## src/rtl/cp0_regfile.sv

```systemverilog
// MIPS coprocessor-0 register file: Status/Cause/EPC/BadVAddr exception state,
// MTC0/MFC0 access, and the Count/Compare timer with its interrupt.
module cp0_regfile #(
  parameter logic [31:0] PRID_VALUE   = 32'h00004220,
  parameter logic [31:0] CONFIG_VALUE = 32'h00008000
) (
  input  logic        clk,
  input  logic        rst,
  input  logic        we,
  input  logic [4:0]  waddr,
  input  logic [4:0]  raddr,
  input  logic [31:0] wdata,
  input  logic [5:0]  int_hw,
  input  logic [31:0] excepttype,
  input  logic [31:0] pc,
  input  logic        is_delayslot,
  input  logic [31:0] badramaddr,
  output logic [31:0] rdata,
  output logic [31:0] cp0status,
  output logic [31:0] cp0cause,
  output logic [31:0] cp0epc,
  output logic [31:0] cp0count,
  output logic [31:0] cp0compare,
  output logic [31:0] cp0badvaddr,
  output logic        timer_int
);

  localparam logic [4:0] REG_BADVADDR = 5'd8;
  localparam logic [4:0] REG_COUNT    = 5'd9;
  localparam logic [4:0] REG_COMPARE  = 5'd11;
  localparam logic [4:0] REG_STATUS   = 5'd12;
  localparam logic [4:0] REG_CAUSE    = 5'd13;
  localparam logic [4:0] REG_EPC      = 5'd14;
  localparam logic [4:0] REG_PRID     = 5'd15;
  localparam logic [4:0] REG_CONFIG   = 5'd16;

  localparam logic [31:0] STATUS_RST  = 32'h0040_0000;
  // BEV, IM[7:0], EXL, IE
  localparam logic [31:0] STATUS_WMSK = 32'h0040_FF03;

  logic       toggle;
  logic       exc_hit;
  logic       exc_eret;
  logic       exc_addr;
  logic [4:0] exc_code;
  logic       wr;

  always_comb begin
    exc_hit  = 1'b1;
    exc_eret = 1'b0;
    exc_addr = 1'b0;
    exc_code = 5'h00;
    case (excepttype)
      32'h1: exc_code = 5'h00;
      32'h4: begin exc_code = 5'h04; exc_addr = 1'b1; end
      32'h5: begin exc_code = 5'h05; exc_addr = 1'b1; end
      32'h8: exc_code = 5'h08;
      32'h9: exc_code = 5'h09;
      32'ha: exc_code = 5'h0A;
      32'hc: exc_code = 5'h0C;
      32'he: begin exc_hit = 1'b0; exc_eret = 1'b1; end
      default: exc_hit = 1'b0;
    endcase
  end

  // An exception or ERET in the same cycle swallows the MTC0 completely.
  assign wr = we & ~exc_hit & ~exc_eret;

  always_ff @(posedge clk) begin
    if (!rst) begin
      toggle      <= 1'b0;
      cp0badvaddr <= '0;
      cp0count    <= '0;
      cp0compare  <= '0;
      cp0status   <= STATUS_RST;
      cp0cause    <= '0;
      cp0epc      <= '0;
      timer_int   <= 1'b0;
    end else begin
      toggle <= ~toggle;
      if (wr && waddr == REG_COUNT) cp0count <= wdata;
      else if (toggle)              cp0count <= cp0count + 32'd1;

      // Compare write clears the pending timer even on a coincident match.
      if (wr && waddr == REG_COMPARE) begin
        cp0compare <= wdata;
        timer_int  <= 1'b0;
      end else if (cp0compare != '0 && cp0count == cp0compare) begin
        timer_int  <= 1'b1;
      end

      cp0cause[15:10] <= {int_hw[5] | timer_int, int_hw[4:0]};
      cp0cause[30]    <= timer_int;

      if (exc_hit) begin
        if (!cp0status[1]) begin
          cp0epc       <= is_delayslot ? pc - 32'd4 : pc;
          cp0cause[31] <= is_delayslot;
        end
        cp0status[1]   <= 1'b1;
        cp0cause[6:2]  <= exc_code;
        if (exc_addr) cp0badvaddr <= badramaddr;
      end else if (exc_eret) begin
        cp0status[1] <= 1'b0;
      end else if (wr) begin
        case (waddr)
          REG_STATUS: cp0status     <= (cp0status & ~STATUS_WMSK) | (wdata & STATUS_WMSK);
          REG_CAUSE:  cp0cause[9:8] <= wdata[9:8];
          REG_EPC:    cp0epc        <= wdata;
          default: ;
        endcase
      end
    end
  end

  always_comb begin
    case (raddr)
      REG_BADVADDR: rdata = cp0badvaddr;
      REG_COUNT:    rdata = cp0count;
      REG_COMPARE:  rdata = cp0compare;
      REG_STATUS:   rdata = cp0status;
      REG_CAUSE:    rdata = cp0cause;
      REG_EPC:      rdata = cp0epc;
      REG_PRID:     rdata = PRID_VALUE;
      REG_CONFIG:   rdata = CONFIG_VALUE;
      default:      rdata = '0;
    endcase
  end

endmodule
```

## config.mk

```make
export PLATFORM = sky130hd
export DESIGN_NAME = cp0_regfile
export DESIGN_NICKNAME = d
export VERILOG_FILES = /design/src/rtl/cp0_regfile.sv
export SDC_FILE = /design/constraint.sdc
export NUM_CORES = 1
export LEC_CHECK = 0
export ABC_AREA = 1
export CAP_MARGIN = 25
export CORE_UTILIZATION = 41
export DETAILED_ROUTE_END_ITERATION = 7
export PLACE_DENSITY = 0.85
export SYNTH_ARGS = -nofsm -noshare
export SYNTH_HDL_FRONTEND = slang
export SYNTH_SLANG_ARGS = --single-unit
```

## constraint.sdc

```tcl
create_clock -name clk -period 2.63 [get_ports clk]
set_input_delay 0.789 -clock clk [delete_from_list [all_inputs] [get_ports clk]]
set_output_delay 0.789 -clock clk [all_outputs]
set_load 0.005 [all_outputs]
```

---- Yosys cells after proc, flatten, opt, wreduce, memory -nomap -nowiden ----
Cells that the tools add are included.
word-level totals
  logic and storage cells ................. 82
  register bits after elaboration ......... 177
  input bits .............................. 148
  output and inout port bits .............. 225
cells by class
  reductions and logical operators ........ 18
  bitwise operators ....................... 9
  equal/unequal tests ..................... 24
  add/sub/neg operators ................... 2
  muxes and demuxes ....................... 17
operators by type and width
  cell                   number
  $mux 32                8
  $pmux 32 s8            1
  $eq 32x4->1 const B    5
  $eq 32x3->1 const B    2
  $eq 5x4->1 const B     12
  $add 32x1->32 const B  1
  $eq 32x1->1 const B    1
  $eq 32x32->1           1
  $or 32x23->32          1
  $reduce_bool 32->1     1
  $sub 32x3->32 const B  1
  $pmux 4 s6             1
  $reduce_and 4->1       3
  $reduce_or 7->1        1
  $reduce_and 2->1       3
  $reduce_bool 2->1      3
  $reduce_bool 3->1      2
  $eq 5x5->1 const B     1
  $mux 1                 5
  $not 1->1              5
  $mux 2                 2
  $ne 2x2->1 const B     2
  $reduce_or 2->1        2
  $logic_and 1x1->1      3
  other kinds (2)        3

---- Logic depth before layout (Yosys ltp) ----
  depth after elaboration ................. 9
  depth in mapped cells ................... 15
  mapped depth without buffers ............ 15

---- Worst setup path after synthesis ----
Ideal clock, no wire load.
  path type ............................... input to output
  start ................................... in raddr[4]
  end ..................................... out rdata[16]
  data required time ...................... 1.841 ns
  buffers on the path ..................... 2
  arrival time ............................ 1.863 ns
  stages .................................. 9
  slack ................................... -0.022 ns
  path through ............................ inv_1 -> nand2_1 -> nor2_1 -> inv_1 -> nor2_1 -> inv_1 -> clkbuf_1 -> clkbuf_1 -> o2111ai_1
on the way
  cells in the longest elaborated chain, start to end .. 2
  elaborated cells between the ends (all ways) .. 9
  those cells by class .................... 8 x eq/ne; 1 x mux
RTL lines
  element                                   RTL line  RTL
  from (decl)                               11        input logic [4:0] raddr,
  $eq 5x5->1 or $eq 5x4->1 (tied branches)  117       case (raddr)
  $pmux 32 s8 (*)                           117
  to (decl)                                 18        output logic [31:0] rdata,
Mark *: on every way between the ends. The rest lies on a longest branch, timed or not.

---- Worst setup path after layout ----
  start ................................... in raddr[4]
  end ..................................... out rdata[14]
Same word-level chain as after synthesis.

==> results.cfg <==
[floorplan]
die_w_um = 160
dieArea_um2 = 25500
rows = 57
initial_core_util_pct = 41.8
ios = 373
fp.dieH_um = 160
coreArea_um2 = 24300

[finish]
multi_input_area_um2 = 6680
area_growth_pct = 59.2
post-route-util_pct = 66.6
nets = 2272
fill_cells = 2133
seq_area_um2 = 3100
drive_gt1_share_pct = 18.2
antenna_cells = 0

[sta]
finalCriticalPeriod_ps = 2810
tightest_slew_ps = 942
final_hold_viol_count = 0
skew_ps = 8.96
setup_ws_ps = -177
slew_headroom_pct = 37.1
drv_slew = 0
maxClockFrequency_mhz = 356
setup_tns_ps = -3310
min_period_over_period_pct = 107
rsz0062_at_grt = true
setup_violations = 32

[synthesis]
synth_edf_count = 0
synth_area_leaders = dfxtp_1, nand2_1, nor2_1, o21ai_0, inv_1
yosys.cell_types.count = 47
ys_seq_area_share_pct = 30.5
synthArstFlopShare_pct = 0
ys.flop_type = dfxtp_1
synth_area_per_cell_um2 = 6.08
synth_top_area_share_pct = 30.5
syn_inst = 1674
yosys.area.top_type = dfxtp_1
yosys_warnings = 0
synth_seq_cells = 155
synth_area_um2 = 10200

[global_routing]
grt_start_max_net_pins = 55
grt_overflow = 0
antenna_found_initial = 1
gr-usage-all-layers_pct = 38.0
grt_pass1_wl_um = 73200
grt_pass1_vias = 12400

[clock_tree]
cts_tree = yes
clkTransAtPathRegs_ps = 60
clk_latency_ps = 440
cts_hold_buf = 0
cts.sinks = 155
root_buffer = clkbuf_16
clockBufferDepth = 2
h-tree-depth = 4
numCtsBuffers = 17

[job]
max-cap-violations = 0

[worst_setup_path]
crit_path_start = raddr[4]
path_max_fanout = 5
rr_startpoint = cp0count[0]$_SDFFE_PN0P_
setup.worst_path.end_class = output pin
worst_ep_arrival_time_ps = 2020
reg2reg_depth = 12
worstPathRequired_ps = 1840
critPathKind = input pin to output pin
worstSetupStartpointType = input pin

[route]
firstDrtPassIters = 6
drtIter0Drc = 1668
drcViolationCount = 0
ant_nets = 0
drt-total-wl_um = 50700
routed_via_density = 5.56
wl_per_cell_um = 20.6
vias = 13700

[place]
hpwl_um = 38400
port_buffers = 333
gp_congestion = 1.00

[power]
power_density_nw_per_um2 = 359
peakVddDrop_mv = 0.428
leakage_nw = 6.94
p_total_mw = 5.83

[hold_path]
min_path_type = register to register
hold_depth = 1
min_from = toggle$_SDFF_PN0_

[run_status]
status = complete, but fails checks
violations = negative setup slack
critical path, stage by stage:
cell and delay (ps):
buf_6 80, inv_4 30, buf_6 110, nand3_4 80, inv_2 70, nand3_4 100
inv_8 70, buf_12 140, a221oi_2 230, o2111ai_1 160, buf_2 160
metrics by stage:
stage | instance area, um2 | worst slack [ps] | cells | hold slack [ps]
3_5_place_dp | 14600 | -1080 | 2397 | 463
3_3_place_gp | 14600 | -1060 | 2397 | 449
5_1_grt | 16200 | -223 | 2459 | 508
2_1_floorplan | 10300 | 7.26 | 1712 | 437
4_1_cts | 15700 | -208 | 2445 | 478
6_report | 16200 | -177 | 2459 | 476
worst paths after layout:
check | end | slack [ps]
worst max register to register | cp0count[19]$_SDFFE_PN0P_ | 200
worst max-delay path | rdata[14] | -180
worst min-delay path | toggle$_SDFF_PN0_ | 480
worst min register to register | toggle$_SDFF_PN0_ | 480
logic make-up (layout without fill, tap and decap cells):
family / after synthesis / in the layout / synth area share (%)
xor gates and xnor gates: 41 / 41 / 3.53
and+or+nand+nor: 948 / 948 / 38.8
buffers and inverters: 264 / 687 / 11.9
adders and majority gates: 2 / 2 / 0.246
other: 1 / 39 / 0.0368
DFF: 155 / 155 / 30.5
AOI/OAI and AO/OA: 263 / 263 / 15.0
registers in the layout, indices dropped and copies added (netlist names):
name / count
cp0epc: 32
timer_int: 1
cp0cause: 14
cp0compare: 32
toggle: 1
cp0badvaddr: 32
cp0count: 32
cp0status: 11
Yosys cell counts (2+ instances only):
library cell / n
o21ai_1: 15
o2111ai_1: 23
nor2_1: 377
nand3b_1: 5
a21oi_1: 71
buf_6: 4
nor2_4: 4
nand4_1: 21
a31oi_1: 3
nor2_2: 4
xor2_1: 24
dfxtp_1: 155
or2_2: 9
o22ai_1: 4
nand3_1: 87
xnor2_1: 17
o21ai_0: 115
a22oi_1: 12
buf_1: 4
o211ai_1: 6
nor3b_1: 2
a221oi_1: 11
clkbuf_1: 44
nand2_2: 5
and3_1: 2
nand4_2: 2
inv_1: 142
ha_1: 2
nor3_1: 30
buf_4: 45
inv_2: 9
nand2_1: 385
nor4_1: 9
buf_2: 13
layout by cell type (no fill, tap or decap), drive strengths merged:
master	n
inv	158
nor2	385
or3b	1
a21oi	71
nor4	9
dlymetal6s2s	7
o21ai	131
or2	10
xor2	24
buf	202
clkdlybuf4s50	288
nor3	31
nand3	88
o211ai	6
clkinv	5
conb	39
xnor2	17
a221oi	11
ha	2
clkinvlp	2
dfxtp	155
nand4	24
o2111ai	23
nand3b	5
and3	2
nor3b	2
a31oi	3
a22oi	12
clkbuf	24
nand2	391
bufinv	1
o31ai	2
o22ai	4
layer usage:
layer | part of all wire [%] | global-route usage, %
met1 | 37 | 46.6
met2 | 46 | 61.9
met3 | 11 | 8.70
met4 | 5.7 | 19.8
met5 | 0 | 0
cell type report:
class	instances	share of cell area (%)
Multi-Input combinational cell	1293	41.2
Timing Repair Buffer	502	29.9
Sequential cell	155	19.1
Inverter	153	3.76
Clock buffer	19	2.67
Tap cell	324	2.50
Clock inverter	13	0.818
report_power, final:
group          total (mW)  internal (mW)  switching [mW]
Sequential           2.44           2.38          0.0551
Combinational       0.930          0.450           0.480
Clock                2.46           1.33            1.13
Total                5.83           4.16            1.66
what timing repair did:
item | in CTS | in global routing
pin swaps | 21 | 47
gates resized for setup | 263 | 115
setup buffers | 14 | 13
cloned | 3 | 4
endpoints found under the setup margin | 32 | 131
No activity file was read; power rests on OpenSTA's default activity.
